`src/rtl/cpu_pkg.sv`:
```
// Shared types for the VeriRISC instruction-sequencing controller: opcodes, FSM states and the
// ALU-class opcode predicate.
package cpu_pkg;

    typedef enum logic [2:0] {
        HLT = 3'd0,
        SKZ = 3'd1,
        ADD = 3'd2,
        AND = 3'd3,
        XOR = 3'd4,
        LDA = 3'd5,
        STO = 3'd6,
        JMP = 3'd7
    } opcode_t;

    typedef enum logic [3:0] {
        INST_ADDR  = 4'd0,
        INST_FETCH = 4'd1,
        INST_LOAD  = 4'd2,
        IDLE       = 4'd3,
        OP_ADDR    = 4'd4,
        OP_FETCH   = 4'd5,
        ALU_OP     = 4'd6,
        STORE      = 4'd7,
        HALTED     = 4'd8
    } state_t;

    // Opcodes that read a memory operand and load the accumulator.
    function automatic logic is_aluop(opcode_t op);
        return (op == ADD) || (op == AND) || (op == XOR) || (op == LDA);
    endfunction

endpackage

```
`src/rtl/cpu_ctrl.sv`:
```
// VeriRISC fetch/execute sequencer: 8 phases per instruction, HLT parks in HALTED until reset.
// Optional CPU_CTRL_MEM_WAIT_EN adds mem_rdy, stalling INST_FETCH/OP_FETCH while it is low.
module cpu_ctrl
    import cpu_pkg::*;
#(
    parameter int unsigned PHASES = 8
) (
    input  logic    clk,
    input  logic    rst,
`ifdef CPU_CTRL_MEM_WAIT_EN
    input  logic    mem_rdy,
`endif
    input  opcode_t opcode,
    input  logic    zero,
    output logic    sel,
    output logic    rd,
    output logic    ld_ir,
    output logic    inc_pc,
    output logic    ld_pc,
    output logic    ld_ac,
    output logic    wr,
    output logic    data_e,
    output logic    halt
);

    if (PHASES != 8) begin : g_phases_chk
        $error("cpu_ctrl: PHASES must be 8");
    end

    state_t state_q, state_d;
    logic   stall;
    logic   aluop;

`ifdef CPU_CTRL_MEM_WAIT_EN
    assign stall = ~mem_rdy;
`else
    assign stall = 1'b0;
`endif

    assign aluop = is_aluop(opcode);

    always_comb begin
        state_d = state_q;
        unique case (state_q)
            INST_ADDR:  state_d = INST_FETCH;
            INST_FETCH: state_d = stall ? INST_FETCH : INST_LOAD;
            INST_LOAD:  state_d = IDLE;
            IDLE:       state_d = OP_ADDR;
            OP_ADDR:    state_d = (opcode == HLT) ? HALTED : OP_FETCH;
            OP_FETCH:   state_d = stall ? OP_FETCH : ALU_OP;
            ALU_OP:     state_d = STORE;
            STORE:      state_d = INST_ADDR;
            HALTED:     state_d = HALTED;
            default:    state_d = INST_ADDR;
        endcase
    end

    always_comb begin
        sel    = 1'b0;
        rd     = 1'b0;
        ld_ir  = 1'b0;
        inc_pc = 1'b0;
        ld_pc  = 1'b0;
        ld_ac  = 1'b0;
        wr     = 1'b0;
        data_e = 1'b0;
        halt   = 1'b0;
        unique case (state_q)
            INST_ADDR: sel = 1'b1;
            INST_FETCH: begin
                sel = 1'b1;
                rd  = 1'b1;
            end
            INST_LOAD, IDLE: begin
                sel   = 1'b1;
                rd    = 1'b1;
                ld_ir = 1'b1;
            end
            OP_ADDR: begin
                inc_pc = 1'b1;
                halt   = (opcode == HLT);
            end
            OP_FETCH: rd = aluop;
            ALU_OP: begin
                rd     = aluop;
                inc_pc = (opcode == SKZ) && zero;
                ld_pc  = (opcode == JMP);
                data_e = (opcode == STO);
            end
            STORE: begin
                rd     = aluop;
                ld_ac  = aluop;
                inc_pc = (opcode == JMP);
                ld_pc  = (opcode == JMP);
                wr     = (opcode == STO);
                data_e = (opcode == STO);
            end
            HALTED: halt = 1'b1;
            default: begin
                sel    = 1'bx;
                rd     = 1'bx;
                ld_ir  = 1'bx;
                inc_pc = 1'bx;
                ld_pc  = 1'bx;
                ld_ac  = 1'bx;
                wr     = 1'bx;
                data_e = 1'bx;
                halt   = 1'bx;
            end
        endcase
    end

    always_ff @(posedge clk) begin
        if (rst) begin
            state_q <= INST_ADDR;
        end else begin
            state_q <= state_d;
        end
    end

endmodule

```
`config.mk`:
```
export PLATFORM = sky130hd
export DESIGN_NAME = cpu_ctrl
export DESIGN_NICKNAME = d
export VERILOG_FILES = /design/src/rtl/cpu_pkg.sv /design/src/rtl/cpu_ctrl.sv
export SDC_FILE = /design/constraint.sdc
export NUM_CORES = 1
export LEC_CHECK = 0
export CAP_MARGIN = 10
export CORE_AREA = 2 2 39 41
export DETAILED_ROUTE_END_ITERATION = 8
export DIE_AREA = 0 0 41 43
export MAX_ROUTING_LAYER = met4
export SLEW_MARGIN = 20
export SYNTH_ARGS = -nofsm -noshare
export SYNTH_HDL_FRONTEND = slang
export SYNTH_SLANG_ARGS = --single-unit
```
`constraint.sdc`:
```
create_clock -name clk -period 1.2 [get_ports clk]
set_input_delay 0.18 -clock clk [delete_from_list [all_inputs] [get_ports clk]]
set_output_delay 0.18 -clock clk [all_outputs]
set_load 0.01 [all_outputs]
```
Word-level counts from Yosys, hierarchy flattened

Cells that the tools add are included.

Reductions and logical operators: 18
Equal/unequal tests: 15
Multiplexer cells: 11

Operators by type and width:

| kind                                                 | number |
|---|---|
| case mux 4 bit (8 select lines)                      | 1 |
| OR reduction 7 bit                                   | 3 |
| equality test 4 x 3 -> 1 bit (second input constant) | 4 |
| equality test 3 bit (second input constant)          | 4 |
| case mux 1 bit (2 select lines)                      | 6 |
| OR reduction 3 bit                                   | 3 |
| equality test 4 x 2 -> 1 bit (second input constant) | 2 |
| OR reduction 8 bit                                   | 1 |
| equality test 3 x 2 -> 1 bit (second input constant) | 2 |
| case mux 1 bit (3 select lines)                      | 2 |
| OR reduction 6 bit                                   | 1 |
| OR reduction 5 bit                                   | 1 |
| equality test 4 x 1 -> 1 bit (second input constant) | 1 |
| equality test 4 bit (second input constant)          | 1 |
| logical NOT 4 bit                                    | 1 |
| 2-to-1 mux 4 bit                                     | 1 |
| case mux 1 bit (4 select lines)                      | 1 |
| OR reduction 2 bit                                   | 2 |
| OR reduction 4 bit                                   | 1 |
| equality test 3 x 1 -> 1 bit (second input constant) | 1 |
| logical NOT 3 bit                                    | 1 |
| logical OR 1 bit                                     | 3 |
| logical AND 1 bit                                    | 1 |

Output and inout port bits: 9
Logic and storage cells: 45
Bits in registers: 4
Input bits: 6

Longest topological paths before layout

Gate-level depths: netlist (run 1).

Word-level depth: 5
Depth in mapped cells: 4
Mapped depth without buffers: 3

Worst setup path after synthesis (run 1)

No wires, ideal clock.

Path kind: register -> output
Start: register state_q[1]
End: output port inc_pc
Setup slack: 45 ps
Buffers on the path: 1
Stages on the path, launching flop included: 4
Data required time: 1020 ps
Data arrival time: 975 ps
Cell sequence: dfxtp_1 > buf_6 > o21a_1 > a311o_1

Word-level cells in the longest chain between the ends: 3
Elaborated cells on any way between the ends: 11
Classes of those cells: eq/ne (8); mux (1); reduce/logical (2)

Ends and longest elaborated chain:

| element                                     | line            | RTL |
|---|---|---|
| start: declaration                          | cpu_ctrl.sv:30  | `state_t state_q, state_d;` |
| start signal: assignment                    | cpu_ctrl.sv:117 | `state_q <= state_d;` |
| equality test 4 bit (tied with other cells) | cpu_ctrl.sv:68  | `unique case (state_q)` |
| OR reduction 6 bit (no source line)         | --              |  |
| case mux 1 bit (4 select lines) (*)         | cpu_ctrl.sv:68  |  |
| end: declaration                            | cpu_ctrl.sv:18  | `output logic inc_pc,` |

Every way passes the cells marked *; elsewhere a longest branch is shown, timed or not.

Final worst setup path (run 1)

Start: register state_q[0]
End: output port inc_pc

The elaborated chain is that of the path after synthesis.

==> results of run 1 <==
[area by class of cell]
cell class,count,area share (%)
repair buffers,40,42.4
multi-input cells,38,38.5
flip-flops and latches,4,12.5
clock buffers,3,2.96
well taps,16,2.63
inverters,2,0.987
[through the flow]
step / TNS (ns) / hold slack, ns
6_report: -1.49 / 0.546
3_5_place_dp: -5.76 / 0.632
2_1_floorplan: 0 / 0.256
3_3_place_gp: -5.70 / 0.604
4_1_cts: -1.48 / 0.528
5_1_grt: -1.96 / 0.560
[worst min-delay path by stage]
stage	endpoint	slack [ns]
2_1_floorplan	state_q[2]$_SDFF_PP0_	0.26
3_3_place_gp	state_q[1]$_SDFF_PP0_	0.60
3_5_place_dp	state_q[1]$_SDFF_PP0_	0.63
4_1_cts	state_q[1]$_SDFF_PP0_	0.53
5_1_grt	state_q[1]$_SDFF_PP0_	0.56
6_report	state_q[1]$_SDFF_PP0_	0.55
[metal layers]
layer	wire length, µm	track usage (%)	vias up
met5	0	-	-
met4	29	10.0	0
met3	62	1.57	3
met2	655	27.5	16
met1	462	16.7	239
li1	-	-	253
[cells in the final DEF, fill, tap and decap left out]
| master | instances |
|---|---|
| a21oi_2 | 3 |
| o21a_4 | 1 |
| o31ai_1 | 1 |
| nor2_1 | 3 |
| xnor2_1 | 2 |
| nor3_4 | 2 |
| buf_6 | 9 |
| dfxtp_4 | 4 |
| a21o_2 | 2 |
| buf_2 | 8 |
| a2111oi_2 | 1 |
| a21o_1 | 1 |
| o22ai_2 | 1 |
| a21oi_1 | 1 |
| nand2_1 | 4 |
| o21ai_1 | 2 |
| buf_4 | 18 |
| nor4_2 | 1 |
| clkbuf_4 | 3 |
| o21ai_0 | 1 |
| nor3_1 | 3 |
| dlygate4sd2_1 | 3 |
| nor2_4 | 1 |
| a31oi_1 | 1 |
| nand3_2 | 1 |
| nand3_1 | 2 |
| a311o_1 | 1 |
| inv_1 | 2 |
| clkdlybuf4s50_1 | 2 |
| or3_1 | 1 |
| nor2b_1 | 1 |
| and2b_1 | 1 |
[timing repair]
action,CTS,global route
setup endpoints to repair,10,9
pin swaps,8,6
setup buffers,8,2
resized for setup,65,6
gates cloned,0,0
hold buffers,0,0
hold endpoints to repair,0,0
[power by group through the flow]
stage,logic (mW),registers (mW),clock network (mW)
after floorplan,0.0947,0.150,0
after detailed placement,0.167,0.166,0
after global placement,0.165,0.166,0
after CTS,0.204,0.163,0.185
final,0.233,0.166,0.179
after global routing,0.250,0.168,0.194
[cell families after synthesis]
family          count (synthesis)
buf+inv                         6
xor+xnor                        2
simple gates                   20
flops                           4
compound gates                 16
==> impl_metrics.json, run 1 <==
{
  "async_reset_ff_share_pct": 0,
  "finalClockSkew_ns": 0.00116,
  "layout.cells.non_filler": 103,
  "critPathMaxFanout": 8,
  "cts.reportedPaths.clkPinSlew_ns": 0.04,
  "share_of_synthesized_area_spent_on_multiplexers_pct": 0,
  "post_route_cells_drive_above_1_share_pct": 63.2,
  "critPathLaunchType": "register",
  "timing_worst_slew_pin_value_ns": 0.249,
  "synth_top_cell_area_share_pct": 22.0,
  "rsz_0062_raised_after_global_routing": "true",
  "fillerInstances": 143,
  "synth_top_cell_by_area": "dfxtp_1",
  "placement.cell_area_um2": 606,
  "syn_avg_cell_area_um2": 7.59,
  "failed_checks": "negative setup slack",
  "number_of_remaining_drc_errors": 0,
  "largest_register": "state_q",
  "regToRegSetupSlack_ns": 0.02,
  "layout_top_registers": "state_q: 4 flops",
  "die_area_mm2": 0.00176,
  "hpwlAfterDp_um": 769,
  "ctsHtreeMaxLevel": 1,
  "dr_total_vias": 511,
  "postSynthCellCount": 48,
  "critPathCapture": "inc_pc",
  "fin_area_um2": 761,
  "startpoint": "state_q[0]$_SDFF_PP0_",
  "path_cells": "o21a_4, a311o_1, buf_2",
  "post-route-period-util_pct": 122,
  "worst-path-stages": 3,
  "antennaDiodeCount": 0,
  "timing.max_cap.violations": 0,
  "worst_r2r_startpoint": "state_q[3]$_SDFF_PP0_",
  "worstSetupEndpointType": "output pin",
  "initial_utilization_pct": 26.3,
  "antenna_found_initial": 0,
  "outcome": "finished with violations",
  "placed_cells_incl_taps": 90,
  "portBuffers": 14,
  "holdCritPathClass": "input pin to register",
  "report.power.total_mw": 0.577,
  "power.switching_fraction_pct": 32.3,
  "first_pass_grt_wire_length_um": 1880,
  "critical_path_arrival_ns": 1.29,
  "worst_path_largest_cell_delay_ns": 0.37,
  "synth_edf_count": 0,
  "max-clock-path-buffers": 2,
  "synthTopCellsByArea": "dfxtp_1 22%, buf_6 9.3%, a21oi_1 5.5%, nor3_1 5.5%, a21o_2 4.8%",
  "worst_slack_ns": -0.269,
  "timing.final.crit_period_ns": 1.47,
  "syn-cell-area_um2": 364,
  "cts_num_sinks": 4,
  "report.final.slew_viol_count": 0,
  "core.rowCount": 14,
  "cp_slowest_cell": "dfxtp_4",
  "globalplace.congestion": 0.708,
  "cts_tree": "yes",
  "synthesized_area_fraction_occupied_by_and_or_nand_nor_cells_pct": 29.6,
  "overflow": 0,
  "seq_power_share_pct": 28.7,
  "required_ns": 1.02,
  "max_clock_freq_mhz": 681,
  "power.internal_mw": 0.391,
  "vdd_drop_max_mv": 0.312,
  "worst_slew_margin_relative_to_its_limit_pct": 83.3,
  "maximum_number_of_pins_on_one_net_before_global_route_repair": 9,
  "ys_types": 24,
  "number_of_cells_on_the_worst_reg_to_reg_path": 6,
  "postRouteAntennaNets": 0,
  "cts_buffers": 3,
  "final-hold-violation-count": 0,
  "whs_path_depth": 2,
  "areaGrowthSynthToFinish_pct": 109,
  "ys_ff_latch": 4,
  "clkPwrFrac_pct": 31.0,
  "core_mm2": 0.00138,
  "number_of_global_route_vias_before_repair": 464,
  "worst_path_dominant_cell_family": "compound AO/OA/AOI/OAI gates",
  "main_combinational_cell_family_by_area_after_synthesis": "compound AO/OA/AOI/OAI gates",
  "cts_root_buf": "clkbuf_4",
  "floorplan.die.width_um": 41,
  "p_comb_share_pct": 40.3,
  "layout.core_utilization_pct": 55.0,
  "die_h_um": 43,
  "cp_num_buf_inv": 1,
  "mappedNetlistNets": 54,
  "largest_register_ffs": 4,
  "static-leakage-power_nw": 0.370,
  "nNetsFinal": 95,
  "min_from": "rst",
  "critical_path_class": "register to output pin",
  "synth_top_cells_by_count": "4 x a21oi_1, 4 x dfxtp_1, 4 x nand2_1, 4 x nor2_1, 4 x nor3_1",
  "vias_per_cell": 4.96,
  "dominant_synthesized_flop_cell": "dfxtp_1",
  "report.final.setup_viol": 9,
  "seq_area_um2": 95.1,
  "ys_seq_area_share_pct": 22.0,
  "area_fraction_in_compound_gates_after_synthesis_pct": 30.9,
  "drt-wirelength-per-cell_um": 11.7,
  "drt_first_pass_iters": 2,
  "worstReg2RegEnd": "state_q[3]$_SDFF_PP0_",
  "worstSkewPairLatency_ns": 0.24,
  "pre_cts_ws_ns": -0.702,
  "multi_input_gate_area_um2": 293,
  "synth-warning-count": 0,
  "drt-total-wl_um": 1210,
  "synth_xor_xnor_area_share_pct": 4.81,
  "drtIter0Drc": 2,
  "design.portCount": 15,
  "switchingPower_mw": 0.187,
  "grt_usage_pct": 16.3,
  "power_per_cell_area_mw_per_mm2": 759,
  "post_synth_fa_ha_maj_area_fraction_pct": 0
}
Note: power is estimated with default switching activity, not from simulation.
==> run 2, diff against run 1 <==
Settings changed: REMOVE_ABC_BUFFERS set to 1.
==> impl_metrics.json, run 2 (synthesis gave the netlist of run 1 again) <==
{
  "initial_utilization_pct": 26.3,
  "grt_usage_pct": 16.0,
  "areaGrowthSynthToFinish_pct": 114,
  "layout_top_registers": "state_q: 4 flops",
  "worst_slew_margin_relative_to_its_limit_pct": 83.0,
  "post_route_cells_drive_above_1_share_pct": 65.5,
  "critical_path_class": "register to output pin",
  "whs_path_depth": 2,
  "power_per_cell_area_mw_per_mm2": 752,
  "antenna_found_initial": 0,
  "static-leakage-power_nw": 0.376,
  "worst_slack_ns": -0.311,
  "holdCritPathClass": "register to register",
  "number_of_cells_on_the_worst_reg_to_reg_path": 4,
  "maximum_number_of_pins_on_one_net_before_global_route_repair": 8,
  "worst_hold_path.endpoint": "state_q[3]$_SDFF_PP0_",
  "largest_register_ffs": 4,
  "die_h_um": 43,
  "die_area_mm2": 0.00176,
  "ctsHtreeMaxLevel": 1,
  "pre_cts_ws_ns": -0.705,
  "fin_area_um2": 781,
  "finalClockSkew_ns": 0.00379,
  "max-clock-path-buffers": 2,
  "worstSetupEndpointType": "output pin",
  "cp_slowest_cell": "dfxtp_4",
  "core_mm2": 0.00138,
  "cts_tree": "yes",
  "critical_path_arrival_ns": 1.33,
  "totalNegativeSetupSlack_ns": -1.45,
  "design.portCount": 15,
  "cts_buffers": 3,
  "drtIter0Drc": 9,
  "fillerInstances": 130,
  "placement.cell_area_um2": 598,
  "layout.core_utilization_pct": 56.4,
  "outcome": "finished with violations",
  "required_ns": 1.02,
  "max_clock_freq_mhz": 662,
  "cts_root_buf": "clkbuf_4",
  "worst_path_largest_cell_delay_ns": 0.36,
  "portBuffers": 14,
  "worst_r2r_startpoint": "state_q[3]$_SDFF_PP0_",
  "hold_buffers": 0,
  "first_pass_grt_wire_length_um": 1930,
  "report.final.slew_viol_count": 0,
  "globalplace.congestion": 0.778,
  "drt_first_pass_iters": 3,
  "min_from": "state_q[0]$_SDFF_PP0_",
  "vdd_drop_max_mv": 0.358,
  "layout_commonest_cell": "buf_4",
  "cts.reportedPaths.clkPinSlew_ns": 0.04,
  "critPathLaunchType": "register",
  "timing_worst_slew_pin_value_ns": 0.252,
  "antennaDiodeCount": 0,
  "worstSkewPairLatency_ns": 0.24,
  "hpwlAfterDp_um": 737,
  "floorplan.die.width_um": 41,
  "worstReg2RegEnd": "state_q[0]$_SDFF_PP0_",
  "core.rowCount": 14,
  "dr_total_vias": 510,
  "path_cells": "o21a_1, buf_6, a311o_1, buf_2",
  "drt-total-wl_um": 1300,
  "nNetsFinal": 95,
  "largest_register": "state_q",
  "rsz_0062_raised_after_global_routing": "true",
  "failed_checks": "negative setup slack",
  "most-common-layout-cells": "15 x buf_4, 10 x buf_6, 9 x buf_2",
  "regToRegSetupSlack_ns": 0,
  "overflow": 0,
  "number_of_remaining_drc_errors": 0,
  "postRouteAntennaNets": 0,
  "number_of_global_route_vias_before_repair": 488,
  "report.final.setup_viol": 10,
  "critPathMaxFanout": 4,
  "cts_num_sinks": 4,
  "timing.final.crit_period_ns": 1.51,
  "post-route-period-util_pct": 126,
  "timing.max_cap.violations": 0,
  "drt-wirelength-per-cell_um": 12.6,
  "vias_per_cell": 4.95,
  "final-hold-violation-count": 0,
  "report.power.total_mw": 0.587
}
[run 2: area by class of cell]
cell class	count	area (µm²)	share of cell area, %
timing repair buffer	40	337	43.1
multi-input combinational	38	302	38.6
sequential	4	92.6	11.9
clock buffer	3	22.5	2.88
tap	16	20.0	2.56
inverter	2	7.51	0.962
[run 2: report_power, final]
| part | switching (mW) | total, mW | internal [mW] |
|---|---|---|---|
| registers | 0.0196 | 0.162 | 0.143 |
| logic | 0.107 | 0.251 | 0.144 |
| clock network | 0.0615 | 0.174 | 0.112 |
| total | 0.188 | 0.587 | 0.399 |
[run 2: repair_timing]
item / CTS / global route
buffers inserted: 9 / 2
pin swaps: 8 / 4
resized for setup: 66 / 8
hold endpoints to repair: 0 / 0
setup endpoints to repair: 10 / 11
[run 2: worst max-delay path by stage]
stage / to / start / slack, ns / cells past startpoint
after global placement: inc_pc / opcode[1] / -0.70 / 4
after floorplan: data_e / state_q[1]$_SDFF_PP0_ / -0.01 / 3
after CTS: inc_pc / state_q[0]$_SDFF_PP0_ / -0.31 / 4
after global routing: inc_pc / state_q[0]$_SDFF_PP0_ / -0.35 / 4
after detailed placement: inc_pc / opcode[1] / -0.70 / 4
final: inc_pc / state_q[0]$_SDFF_PP0_ / -0.31 / 4
[run 2: critical path, delay by kind of cell, from the launching register on]
| family | cells | cell delay (ns) |
|---|---|---|
| flops | 1 | 0.36 |
| compound gates | 2 | 0.47 |
| buf+inv | 2 | 0.27 |
[run 2: metal layers]
layer	wire length [µm]	GRT usage, %	vias to the layer above
li1	-	-	255
met1	501	17.0	240
met2	739	26.9	13
met3	43	3.66	2
met4	18	6.67	0
met5	0	-	-
[run 2: through the flow]
step / std cells / hold WS (ns)
2_1_floorplan: 44 / 0.256
3_3_place_gp: 89 / 0.674
3_5_place_dp: 89 / 0.691
4_1_cts: 101 / 0.584
5_1_grt: 103 / 0.621
6_report: 103 / 0.608
==> run 3, diff against run 2 <==
Settings changed: SETUP_SLACK_MARGIN set to 0.05.
Clock period 1.2 ns to 1.9 ns, I/O delays scaled along.
==> impl_metrics.json, run 3 (synthesis gave the netlist of run 1 again) <==
{
  "number_of_global_route_vias_before_repair": 371,
  "cts_num_sinks": 4,
  "critPathLaunchType": "register",
  "postRouteAntennaNets": 0,
  "vdd_drop_max_mv": 0.199,
  "areaGrowthSynthToFinish_pct": 51.5,
  "worst_slew_margin_relative_to_its_limit_pct": 83.6,
  "post_route_cells_drive_above_1_share_pct": 32.3,
  "grt_usage_pct": 12.8,
  "nNetsFinal": 73,
  "cts_tree": "yes",
  "timing.max_cap.violations": 0,
  "maximum_number_of_pins_on_one_net_before_global_route_repair": 12,
  "portBuffers": 14,
  "cts_buffers": 3,
  "first_pass_grt_wire_length_um": 1480,
  "report.final.slew_viol_count": 0,
  "antennaDiodeCount": 0,
  "core_mm2": 0.00138,
  "layout_top_registers": "state_q: 4 flops",
  "worstSetupEndpointType": "output pin",
  "floorplan.die.width_um": 41,
  "rsz_0062_raised_after_global_routing": "true",
  "die_area_mm2": 0.00176,
  "report.final.setup_viol": 0,
  "vias_per_cell": 4.95,
  "largest_register": "state_q",
  "report.power.total_mw": 0.292,
  "power_per_cell_area_mw_per_mm2": 529,
  "drt-total-wl_um": 872,
  "die_h_um": 43,
  "post-cts-setup-buffers": 0,
  "worstSkewPairLatency_ns": 0.23,
  "finalClockSkew_ns": 0.00713,
  "drtIter0Drc": 7,
  "max-clock-path-buffers": 2,
  "holdCritPathClass": "register to register",
  "drt_first_pass_iters": 2,
  "placed_cells_incl_taps": 78,
  "number_of_remaining_drc_errors": 0,
  "layout.core_utilization_pct": 39.9,
  "timing_worst_slew_pin_value_ns": 0.246,
  "core.rowCount": 14,
  "outcome": "completed",
  "dr_total_vias": 401,
  "final-hold-violation-count": 0,
  "cts.reportedPaths.clkPinSlew_ns": 0.04,
  "critPathMaxFanout": 11,
  "overflow": 0,
  "cts_root_buf": "clkbuf_4",
  "fillerInstances": 148,
  "initial_utilization_pct": 26.3,
  "drt-wirelength-per-cell_um": 10.8,
  "static-leakage-power_nw": 0.241,
  "globalplace.congestion": 0.734,
  "post-route-period-util_pct": 95.7,
  "timing.final.crit_period_ns": 1.82,
  "hpwlAfterDp_um": 618,
  "max_clock_freq_mhz": 550,
  "pre_cts_ws_ns": -0.240,
  "largest_register_ffs": 4,
  "critical_path_class": "register to output pin",
  "required_ns": 1.62,
  "worst_slack_ns": 0.0814,
  "critical_path_arrival_ns": 1.53,
  "most-common-layout-cells": "6 x clkdlybuf4s50_1, 6 x dlygate4sd2_1, 4 x nand2_1, 4 x nor3_1, 4 x buf_4",
  "design.portCount": 15,
  "ctsHtreeMaxLevel": 1,
  "antenna_found_initial": 0,
  "totalNegativeSetupSlack_ns": 0,
  "layout.cells.non_filler": 81
}
-- run 3: cell types whose count changed in the layout (fill, tap and decap cells not counted), sizes merged --
cell | previous run | this run
clkbuf | 3 | 5
clkdlybuf4s50 | 2 | 6
dlygate4sd2 | 3 | 6
buf | 35 | 4
-- run 3: metrics by stage --
step,area [µm²],hold slack (ns)
after floorplan,325,0.361
after global placement,515,0.587
after detailed placement,515,0.586
after CTS,544,0.490
after global routing,552,0.492
final,552,0.460
-- run 3: power by group --
| part | internal (mW) | switching (mW) |
|---|---|---|
| Clock | 0.0703 | 0.0313 |
| Sequential | 0.0899 | 0.0183 |
| Combinational | 0.0459 | 0.0360 |
-- run 3: critical path, stage by stage (launching register included) --
cell	delay [ns]
dfxtp_4	0.41
o21a_1	0.20
a21oi_2	0.06
nor2_1	0.10
clkdlybuf4s50_1	0.54
-- run 3: final cells by class --
class | instances | area, µm² | share of cell area (%)
Multi-Input combinational cell | 38 | 256 | 46.5
Timing Repair Buffer | 18 | 153 | 27.7
Sequential cell | 4 | 92.6 | 16.8
Clock buffer | 3 | 22.5 | 4.08
Tap cell | 16 | 20.0 | 3.63
Inverter | 2 | 7.51 | 1.36
-- run 3: what timing repair did --
action,CTS,global route
resized for setup,16,7
setup endpoints to repair,9,4
hold buffers,0,0
-- run 3: metal layers --
metal  part of all wire [%]  vias to the layer above  track usage [%]
met5                      0                        -                -
met4                    1.9                        0             8.00
met2                     43                       11             16.9
met1                     49                      173             15.8
li1                       -                      213                -
met3                    5.7                        4             4.71
-- run 3: path summary, 6_finish.rpt --
path / startpoint / end / slack [ns] / depth (start not counted)
worst max-delay path: state_q[1]$_SDFF_PP0_ / ld_ac / 0.08 / 4
worst min-delay path: state_q[3]$_SDFF_PP0_ / state_q[2]$_SDFF_PP0_ / 0.46 / 1
worst max register to register: state_q[3]$_SDFF_PP0_ / state_q[0]$_SDFF_PP0_ / 0.83 / 3
worst min register to register: state_q[3]$_SDFF_PP0_ / state_q[2]$_SDFF_PP0_ / 0.46 / 1
